<file path="src/rtl/directed_bus_stub.sv">
// Bus-side stimulus stub for MR1 benches: plays a fixed program, answers reads
// with a constant, applies ready patterns and counts RVFI retirements.

module directed_bus_stub_dly #(
   parameter int LAT = 1
) (
   input  logic        clk,
   input  logic        reset,
   input  logic        in_valid,
   input  logic [31:0] in_data,
   output logic        out_valid,
   output logic [31:0] out_data
);
   logic [LAT-1:0]       vld_pipe;
   logic [LAT-1:0][31:0] dat_pipe;

   always_ff @(posedge clk) begin
      if (reset) begin
         vld_pipe <= '0;
         dat_pipe <= '0;
      end else begin
         vld_pipe[0] <= in_valid;
         dat_pipe[0] <= in_valid ? in_data : 32'd0;
         for (int k = 1; k < LAT; k++) begin
            vld_pipe[k] <= vld_pipe[k-1];
            dat_pipe[k] <= dat_pipe[k-1];
         end
      end
   end

   assign out_valid = vld_pipe[LAT-1];
   assign out_data  = dat_pipe[LAT-1];
endmodule

module directed_bus_stub #(
   parameter int          PROG_DEPTH       = 8,
   parameter int          RSP_LATENCY      = 1,
   parameter logic [7:0]  INSTR_READY_MASK = 8'hFF,
   parameter logic [7:0]  DATA_READY_MASK  = 8'hFF,
   parameter logic [31:0] FILL_INSN        = 32'h0000_0013,
   parameter logic [31:0] DATA_RSP_VALUE   = 32'h1,
   parameter int          TRIG_INSNS       = 4,
   parameter int          TRIG_CYCLES      = 20
) (
   input  logic                     clk,
   input  logic                     reset,
   input  logic [32*PROG_DEPTH-1:0] prog_data,
   input  logic                     instr_req_valid,
   output logic                     instr_req_ready,
   input  logic [31:0]              instr_req_addr,
   output logic                     instr_rsp_valid,
   output logic [31:0]              instr_rsp_data,
   input  logic                     data_req_valid,
   output logic                     data_req_ready,
   input  logic                     data_req_wr,
   input  logic [1:0]               data_req_size,
   input  logic [31:0]              data_req_addr,
   input  logic [31:0]              data_req_data,
   output logic                     data_rsp_valid,
   output logic [31:0]              data_rsp_data,
   input  logic                     rvfi_valid,
   input  logic [31:0]              rvfi_insn,
   input  logic [3:0]               rvfi_mem_rmask,
   input  logic [3:0]               rvfi_mem_wmask,
   output logic                     trigger,
   output logic                     done,
   output logic [31:0]              count_instr_reqs,
   output logic [31:0]              count_longinsn,
   output logic [31:0]              count_dmemrd,
   output logic [31:0]              count_dmemwr,
   output logic [31:0]              count_cycles
);
   localparam int IW = (PROG_DEPTH > 1) ? $clog2(PROG_DEPTH) : 1;

   function automatic logic [31:0] sat_inc(input logic [31:0] v);
      return (&v) ? v : v + 32'd1;
   endfunction

   logic [PROG_DEPTH-1:0][31:0] prog_words;
   logic [2:0]  phase;
   logic [31:0] instr_reqs_q, longinsn_q, dmemrd_q, dmemwr_q, cycles_q;
   logic        done_q;
   logic        instr_acc, data_rd_acc, trig_cond;
   logic [31:0] instr_word;
   logic        irsp_vld, drsp_vld;
   logic [31:0] irsp_dat, drsp_dat;
   logic        unused_ok;

   assign prog_words = prog_data;
   assign unused_ok  = ^{instr_req_addr, data_req_size, data_req_addr, data_req_data, rvfi_insn[31:2]};

   assign instr_req_ready = INSTR_READY_MASK[phase] & ~reset;
   assign data_req_ready  = DATA_READY_MASK[phase] & ~reset;
   assign instr_acc       = instr_req_valid & instr_req_ready;
   assign data_rd_acc     = data_req_valid & data_req_ready & ~data_req_wr;

   // Word chosen by acceptance order (pre-increment count); address is ignored.
   assign instr_word = (instr_reqs_q < 32'(PROG_DEPTH)) ? prog_words[instr_reqs_q[IW-1:0]]
                                                         : FILL_INSN;

   assign trig_cond = (longinsn_q == 32'(TRIG_INSNS)) || (cycles_q == 32'(TRIG_CYCLES));
   assign trigger   = ~reset & trig_cond & ~done_q;
   assign done      = ~reset & done_q;

   always_ff @(posedge clk) begin
      if (reset) begin
         phase        <= 3'd0;
         instr_reqs_q <= '0;
         longinsn_q   <= '0;
         dmemrd_q     <= '0;
         dmemwr_q     <= '0;
         cycles_q     <= '0;
         done_q       <= 1'b0;
      end else begin
         phase    <= phase + 3'd1;
         cycles_q <= sat_inc(cycles_q);
         if (instr_acc) instr_reqs_q <= sat_inc(instr_reqs_q);
         if (rvfi_valid) begin
            if (rvfi_insn[1:0] == 2'b11) longinsn_q <= sat_inc(longinsn_q);
            if (|rvfi_mem_rmask)         dmemrd_q   <= sat_inc(dmemrd_q);
            if (|rvfi_mem_wmask)         dmemwr_q   <= sat_inc(dmemwr_q);
         end
         if (trigger) done_q <= 1'b1;
      end
   end

   directed_bus_stub_dly #(.LAT(RSP_LATENCY)) u_irsp (
      .clk(clk), .reset(reset), .in_valid(instr_acc), .in_data(instr_word),
      .out_valid(irsp_vld), .out_data(irsp_dat)
   );

   directed_bus_stub_dly #(.LAT(RSP_LATENCY)) u_drsp (
      .clk(clk), .reset(reset), .in_valid(data_rd_acc), .in_data(DATA_RSP_VALUE),
      .out_valid(drsp_vld), .out_data(drsp_dat)
   );

   // Registered state may be stale during the reset cycle, so outputs are forced low.
   assign instr_rsp_valid  = irsp_vld & ~reset;
   assign instr_rsp_data   = instr_rsp_valid ? irsp_dat : 32'd0;
   assign data_rsp_valid   = drsp_vld & ~reset;
   assign data_rsp_data    = data_rsp_valid ? drsp_dat : 32'd0;

   assign count_instr_reqs = reset ? 32'd0 : instr_reqs_q;
   assign count_longinsn   = reset ? 32'd0 : longinsn_q;
   assign count_dmemrd     = reset ? 32'd0 : dmemrd_q;
   assign count_dmemwr     = reset ? 32'd0 : dmemwr_q;
   assign count_cycles     = reset ? 32'd0 : cycles_q;
endmodule
</file>
<file path="config.mk">
export PLATFORM = sky130hd
export DESIGN_NAME = directed_bus_stub
export DESIGN_NICKNAME = d
export VERILOG_FILES = /design/src/rtl/directed_bus_stub.sv
export SDC_FILE = /design/constraint.sdc
export NUM_CORES = 1
export LEC_CHECK = 0
export ABC_AREA = 1
export CAP_MARGIN = 25
export CORE_AREA = 10 10 234 236
export DETAILED_ROUTE_END_ITERATION = 8
export DIE_AREA = 0 0 244 246
export HOLD_SLACK_MARGIN = 0.1
export SYNTH_ARGS = -nofsm -noshare
export SYNTH_HDL_FRONTEND = slang
export SYNTH_SLANG_ARGS = --single-unit
</file>
<file path="constraint.sdc">
create_clock -name clk -period 2.7 [get_ports clk]
set_input_delay 0.81 -clock clk [delete_from_list [all_inputs] [get_ports clk]]
set_output_delay 0.81 -clock clk [all_outputs]
set_load 0.01 [all_outputs]
</file>
## Word-level counts from Yosys, hierarchy flattened

Memory sizes are Yosys's and may differ from the RTL's. A register that Yosys moved wholly into a read port is not among the register bits.
Cells that the tools add are included.
Widths: inputs -> output; s select.

| word-level totals | value |
|---|---|
| word-level logic and storage cells | 70 |
| bits of input ports | 400 |
| memories kept | 1 |
| register bits after elaboration | 230 |
| ROM bits | 8 |

Memories:

| name | depth | width | rd ports | clocked after Yosys merged registers in | write ports | RTL line | text |
|---|---|---|---|---|---|---|---|
| (no name shown) | 8 | 1 | 1 | 1 | 0 | 93 | `assign data_req_ready = DATA_READY_MASK[phase] & ~reset;` |

| operators by class | value |
|---|---|
| $add $sub $neg | 6 |
| reduce and logical (&&, ||, !) cells | 14 |
| muxes and demuxes | 13 |
| order comparisons | 3 |
| bitwise logic cells | 18 |
| equal/unequal tests | 3 |

Operator list:

| cell | number |
|---|---|
| $mux 32 | 8 |
| $add 32x1->32 const B | 5 |
| $reduce_and 32->1 | 5 |
| $bmux 32 s3 | 1 |
| $eq 32x3->1 const B | 1 |
| $eq 32x5->1 const B | 1 |
| $lt 32x4->1 const B | 1 |
| $and 1x1->1 | 9 |
| $not 1->1 | 9 |
| $reduce_and 3->1 | 3 |
| $lt 3x4->1 const B | 2 |
| $reduce_or 4->1 | 2 |
| $mux 5 | 1 |
| $add 3x1->3 const B | 1 |
| $mux 3 | 1 |
| $reduce_or 3->1 | 1 |
| $eq 2x2->1 const B | 1 |
| $mux 1 | 2 |
| $reduce_and 2->1 | 1 |
| $reduce_or 2->1 | 1 |
| $logic_or 1x1->1 | 1 |

## Depth between registers and ports, before layout

Gate-level depths: netlist of run 1.

| logic depth | value |
|---|---|
| depth in word-level cells | 6 |
| mapped depth | 12 |
| gate-level depth less buffers | 11 |

## Modules after synthesis

From an unflattened synthesis of run 1, not the netlist that was laid out.

| unflattened totals | value |
|---|---|
| cell total of the unflattened synthesis | 2790 |
| area, all modules | 15946.5 µm² |

Modules (own cells, without submodules):

| module | sequential area each (µm²) | cells an instance | area an instance (µm²) | instances |
|---|---|---|---|---|
| directed_bus_stub | 3223.1 | 2584 | 13894.6 | 1 |
| directed_bus_stub_dly | 660.6 | 103 | 1026.0 | 2 |

## Least setup slack after synthesis of run 1

OpenSTA, ideal clock, no wires.

| path | value |
|---|---|
| kind | in2out |
| start point | input port reset |
| end point | output port data_rsp_data[0] |
| stages | 5 |
| data arrival time | 1.911 ns |
| setup slack | -0.021 ns |
| cells stage by stage | clkbuf_1 -> clkbuf_1 -> clkbuf_1 -> nor2_1 -> buf_4 |

| between the ends | value |
|---|---|
| cells in the longest elaborated chain, start to end | 3 |

Ends and longest elaborated chain:

| item | RTL line | text |
|---|---|---|
| from (decl) | 46 | `input logic reset,` |
| $not 1->1 | 140 | `assign data_rsp_valid = drsp_vld & ~reset;` |
| $and 1x1->1 | 140 |  |
| net data_rsp_valid | 59 | `output logic data_rsp_valid,` |
| $mux 32 | 141 | `assign data_rsp_data = data_rsp_valid ? drsp_dat : 32'd0;` |
| to (decl) | 60 | `output logic [31:0] data_rsp_data,` |

The timed path passes the listed nets, and every way through them passes these cells.

## Worst setup path after layout of run 1

| path | value |
|---|---|
| start point | input port reset |
| end point | output port count_instr_reqs[2] |

| between the ends | value |
|---|---|
| cells in the longest elaborated chain, start to end | 1 |

Ends and longest elaborated chain:

| item | RTL line | text |
|---|---|---|
| $mux 32 | 143 | `assign count_instr_reqs = reset ? 32'd0 : instr_reqs_q;` |
| to (decl) | 67 | `output logic [31:0] count_instr_reqs,` |

No other way between the ends.

==> results of run 1 <==
[worst register-to-register path, cell delays in order (launching register included)]
cell	delay, ns
dfxtp_1	0.33
buf_4	0.15
ha_1	0.33
nand3_1	0.21
inv_2	0.15
nand2_1	0.10
inv_2	0.07
nand2_1	0.12
inv_2	0.11
nand2_1	0.07
buf_4	0.22
nand3_1	0.11
nand2_1	0.05
inv_1	0.05
[metal layers]
metal	vias to the layer above	share of wire (%)	track usage, %	wire length (um)
li1	9171	-	-	-
met1	8169	43	27.6	30100
met2	571	47	38.0	33300
met3	82	7.4	5.82	5200
met4	6	2.6	8.00	1860
met5	-	0.034	0	24
[flip-flops by register name, indices dropped and copies added (netlist names)]
signal / cells
u_irsp.out_valid: 1
done_q: 1
u_irsp.out_data: 32
longinsn_q: 32
instr_reqs_q: 32
cycles_q: 32
dmemwr_q: 32
u_drsp.out_valid: 1
dmemrd_q: 32
[final timing paths]
check | from | endpoint | slack [ns] | cells past startpoint
setup reg to reg | cycles_q[0] | cycles_q[26] | 0.59 | 13
hold / removal | dmemrd_q[3] | dmemrd_q[3] | 0.49 | 2
hold reg to reg | dmemrd_q[3] | dmemrd_q[3] | 0.49 | 2
setup / recovery | reset | count_instr_reqs[2] | 0.06 | 4
[cells in the mapped netlist (7+ instances only)]
| cell type | instances |
|---|---|
| nor2_1 | 658 |
| nand3b_1 | 7 |
| a21oi_1 | 102 |
| xor2_1 | 40 |
| o22ai_1 | 60 |
| nand2_2 | 13 |
| ha_1 | 7 |
| dfxtp_1 | 195 |
| clkbuf_1 | 69 |
| buf_2 | 20 |
| nand3_1 | 115 |
| a31oi_1 | 10 |
| nor2_4 | 11 |
| nand4_1 | 21 |
| nand2_1 | 718 |
| inv_1 | 276 |
| buf_1 | 10 |
| a21oi_2 | 18 |
| nand2_4 | 7 |
| o21ai_0 | 146 |
| nor2_2 | 22 |
| inv_2 | 7 |
| buf_6 | 9 |
| nor3_1 | 39 |
| buf_4 | 38 |
[stage by stage]
step	setup TNS (ns)	setup WS, ns	hold slack (ns)
finish	0	0.0582	0.490
global placement	-19.54	-0.268	0.474
floorplan	0	0.0910	0.457
CTS	-0.0518	-0.0518	0.491
detailed placement	-20.32	-0.286	0.479
global route	-0.0742	-0.0742	0.527
[kinds of logic after synthesis]
logic type               share of synthesized area, %
XOR/XNOR                                         2.43
buffers and inverters                            12.7
AO/OA/AOI/OAI                                    12.7
flip-flops                                       26.4
AND/OR/NAND/NOR                                  45.1
adder cells (fa/ha/maj)                         0.592
other                                          0.0254
[cell type report]
type                       instances  share of cell area (%)
antenna                           14                   0.165
clock buffer                      20                    2.11
clock inverter                    12                   0.791
inverter                         284                    5.05
multi-input combinational       2040                    43.4
sequential                       195                    18.4
tap                              672                    3.97
timing repair buffer             593                    26.1
[repair_timing]
item / in CTS / in global routing
endpoints found under the setup margin: 190 / 3
pin swaps: 5 / 5
cloned: 0 / 0
gates resized for setup: 208 / 18
[power groups by stage]
stage / combinational, mW / sequential [mW] / clock [mW]
3_5_place_dp: 1.35 / 3.01 / 0
2_1_floorplan: 0.675 / 3.01 / 0
3_3_place_gp: 1.35 / 3.01 / 0
4_1_cts: 1.35 / 2.95 / 2.93
5_1_grt: 1.47 / 2.95 / 3.01
6_report: 1.35 / 2.95 / 2.83
==> impl_metrics.tcl, run 1 <==
set metrics [dict create \
    drive_gt1_share_pct 8.62 \
    p_int_mw 5.06 \
    slowest_delay_ns 0.61 \
    grt.overflow.total 0 \
    routabilityCongestion 0.927 \
    cts_root_buf "clkbuf_16" \
    start_util_pct 29.6 \
    seqPwrFrac_pct 41.3 \
    worstSkewPairLatency_ns 0.50 \
    critical_path.top_delay_family "buffers and inverters" \
    die_w_um 244 \
    drc_errors 0 \
    cts.clk_slew.worst_paths_ns 0.08 \
    fin_area_sq_um 21200 \
    hp-class "flop to flop" \
    grt_max_degree 103 \
    htreeDepth 4 \
    slew_violations 0 \
    fillers 5517 \
    path_class "input port to output pin" \
    vdd_drop_max_uv 360 \
    hpwlAfterDp_mm 56.8 \
    placed_cells 3784 \
    synth_top_area_share_pct 26.4 \
    ys_top_cells_by_area "dfxtp_1, nand2_1, nor2_1" \
    tritoncts "built" \
    synth_area_sq_um 14800 \
    synthFlopType "dfxtp_1" \
    post_cts.repair.setup_buffers 0 \
    clock_skew_ns 0.0108 \
    power_frac_clock_pct 39.7 \
    syn_to_final_growth_pct 43.4 \
    critPathCaptureType "output pin" \
    powerDensity_nw_per_um2 336 \
    synth-edff-count 0 \
    rsz0062_at_grt "true" \
    p_leak_nw 9.01 \
    yosys.area.top_type "dfxtp_1" \
    cp_data_required_time_ns 1.89 \
    cp-start-kind "input port" \
    drt_first_iter_violations 1204 \
    rows 82 \
    dpl_cell_area_sq_um 20700 \
    numCtsBuffers 17 \
    clock_path_buffers 2 \
    final_cell_mix "nand2_1, nor2_1, clkdlybuf4s50_1" \
    clock_sinks 195 \
    nets 3538 \
    relSlewSlack_pct 33.0 \
    timing.final.crit_share_pct 97.8 \
    worst_slew_pin_slew_ns 1.00 \
    wl_per_cell_um 18.4 \
    ys_types 36 \
    stdcell_count 3830 \
    fin_crit_ns 2.64 \
    grt_pass1_wl_mm 105 \
    die_area_sq_um 60000 \
    multiInputGateArea_sq_um 9210 \
    final_common_cell "nand2_1" \
    crit_fanout 16 \
    hold_buffers 0 \
    status "finished, final reports clean" \
    p_total_mw 7.13 \
    fmaxAchievable_ghz 0.379 \
    ant_nets 0 \
    grt.total_usage_pct 22.6 \
    final_util_pct 42.5 \
    routed_via_density 4.70 \
    regArea_sq_um 3910 \
    yosys_warnings 0 \
    synth_seq_cells 195 \
    io_pins 630 \
    coreArea_sq_um 49900 \
    drtPass1Iterations 5 \
    crit_arrival_ns 1.83 \
    switchingPower_mw 2.07 \
    combPwrFrac_pct 19.0 \
    switching_share_pct 29.1 \
    antenna_found_initial 18 \
    routed_wl_mm 70.5 \
    ys_seq_area_share_pct 26.4 \
    ys_async_sr_fraction_pct 0 \
    crit_buf_inv 3 \
    crit_slowest_cell "clkdlybuf4s50_1" \
    grt_pass1_vias 16800 \
    synthCells 2637 \
    die_h_um 246 \
    vias 18000 \
    avgSynthCellArea_sq_um 5.61 \
    path_cells "clkbuf_8 > buf_12 > nor2_1 > clkdlybuf4s50_1" \
    hold_violations 0 \
    io_buffers 470 \
    maxCapViolCount 0 \
    finalSetupViolCount 0 \
]
Power figures use the tool's default switching activity.
==> run 2: changes to the inputs <==
--- a/config.mk
+++ b/config.mk
@@ -11,6 +11,9 @@
 export DETAILED_ROUTE_END_ITERATION = 8
 export DIE_AREA = 0 0 244 246
 export HOLD_SLACK_MARGIN = 0.1
+export MAX_ROUTING_LAYER = met4
+export SKIP_CTS_REPAIR_TIMING = 1
+export SKIP_LAST_GASP = 1
 export SYNTH_ARGS = -nofsm -noshare
 export SYNTH_HDL_FRONTEND = slang
 export SYNTH_SLANG_ARGS = --single-unit
==> run 2 against run 1 <==
Cell area grew 2.5%. Critical endpoint is now count_dmemrd[11]. Total power shrank 2.3%. Via count grew 0.98%. Sequential share of layout area shrank 0.45 points. The run now ends with negative setup slack left. Largest cell class unchanged.
==> impl_metrics.tcl, run 2 (synthesis results as in run 1) <==
set metrics [dict create \
    status "finished with violations" \
    violations "negative setup slack" \
    grt.overflow.total 0 \
    io_buffers 470 \
    htreeDepth 4 \
    clock_skew_ns 0.0141 \
    routed_via_density 4.75 \
    crit_slowest_cell "clkdlybuf4s50_1" \
    drive_gt1_share_pct 7.89 \
    rows 82 \
    io_pins 630 \
    routed_wl_mm 71.4 \
    nets 3537 \
    placed_cells 3781 \
    start_util_pct 29.6 \
    drc_errors 0 \
    drtPass1Iterations 5 \
    p_leak_nw 11.0 \
    antenna_found_initial 18 \
    powerDensity_nw_per_um2 320 \
    grt_max_degree 130 \
    numCtsBuffers 17 \
    ant_nets 0 \
    fillers 5493 \
    slew_violations 0 \
    grt.total_usage_pct 23.4 \
    stdcell_count 3828 \
    timing.final.crit_share_pct 105 \
    worst_slew_pin_slew_ns 0.774 \
    hpwlAfterDp_mm 57.0 \
    critPathCaptureType "output pin" \
    drt_first_iter_violations 1251 \
    fin_area_sq_um 21700 \
    die_area_sq_um 60000 \
    hold_start "done_q" \
    cp-start-kind "input port" \
    syn_to_final_growth_pct 47.0 \
    dpl_cell_area_sq_um 20700 \
    regArea_sq_um 3910 \
    fin_ws_ns -0.128 \
    rsz0062_at_grt "true" \
    p_total_mw 6.96 \
    multiInputGateArea_sq_um 9140 \
    cts_root_buf "clkbuf_16" \
    cp-startpoint "reset" \
    clock_path_buffers 2 \
    vias 18200 \
    grt_pass1_vias 17000 \
    fmaxAchievable_ghz 0.354 \
    vdd_drop_max_uv 367 \
    die_w_um 244 \
    crit_fanout 35 \
    fin_hold_ws_ns 0.498 \
    finalSetupViolCount 29 \
    final_util_pct 43.6 \
    crit_arrival_ns 2.02 \
    fin_crit_ns 2.83 \
    cp_data_required_time_ns 1.89 \
    final_cell_mix "nand2_1, nor2_1, clkdlybuf4s50_1" \
    worstSkewPairLatency_ns 0.51 \
    coreArea_sq_um 49900 \
    routabilityCongestion 0.950 \
    cts.clk_slew.worst_paths_ns 0.07 \
    hold_violations 0 \
    path_class "input port to output pin" \
    tritoncts "built" \
    r2r-start "instr_reqs_q[1]" \
    maxCapViolCount 0 \
    wl_per_cell_um 18.7 \
    clock_sinks 195 \
    path_cells "clkbuf_8 > buf_12 > buf_16 > nor2_1 > clkdlybuf4s50_1" \
    relSlewSlack_pct 48.4 \
    final_common_cell "nand2_1" \
    grt_pass1_wl_mm 105 \
    hp-class "flop to flop" \
    slowest_delay_ns 0.55 \
    die_h_um 246 \
]
==> run 2: cell count changes in the layout (fill, tap and decap cells not counted), sizes merged, moves of 2 or more <==
| cell | before | now |
|---|---|---|
| dlygate4sd2 | 188 | 0 |
| dlymetal6s2s | 2 | 160 |
| clkdlybuf4s50 | 277 | 309 |
| clkbuf | 21 | 25 |
| buf | 124 | 121 |
| bufinv | 3 | 1 |
| inv | 287 | 285 |
==> run 2: power breakdown <==
part           internal, mW  leakage, nW  switching, mW
combinational         0.641         9.15          0.721
sequential             2.92         1.58         0.0262
clock                  1.35        0.275           1.30
==> run 2: path summary, 6_finish.rpt <==
path / to / slack [ns] / cells past startpoint
worst min-delay path: done_q / 0.50 / 2
worst max-delay path: count_dmemrd[11] / -0.13 / 5
worst min register to register: done_q / 0.50 / 2
worst max register to register: instr_reqs_q[23] / 0.70 / 11
==> run 2: layout make-up <==
cell class              count  area share, %
diodes                     13          0.150
clock inverters             9          0.432
well taps                 672           3.87
repair buffers            592           28.4
clock buffers              23           2.20
multi-input cells        2040           42.0
inverters                 284           4.92
flip-flops and latches    195           18.0
==> run 2: metrics by stage <==
| stage | setup slack (ns) | setup TNS (ns) |
|---|---|---|
| finish | -0.128 | -3.29 |
| CTS | -0.715 | -25.51 |
| detailed placement | -0.263 | -24.34 |
| global route | -0.294 | -5.47 |
| global placement | -0.279 | -24.05 |
| floorplan | 0.0910 | 0 |
==> run 2: metal layers <==
metal	vias to the layer above	GRT usage [%]	share of wire, %
met5	-	-	0
met4	0	8.00	2.7
met3	84	5.48	6.7
met2	601	38.5	48
met1	8327	27.7	43
li1	9163	-	-
==> run 2: worst max-delay path: cells and delay by family <==
kind,cells,cell delay (ns)
buffers and inverters,4,1.03
AND/OR/NAND/NOR,1,0.14
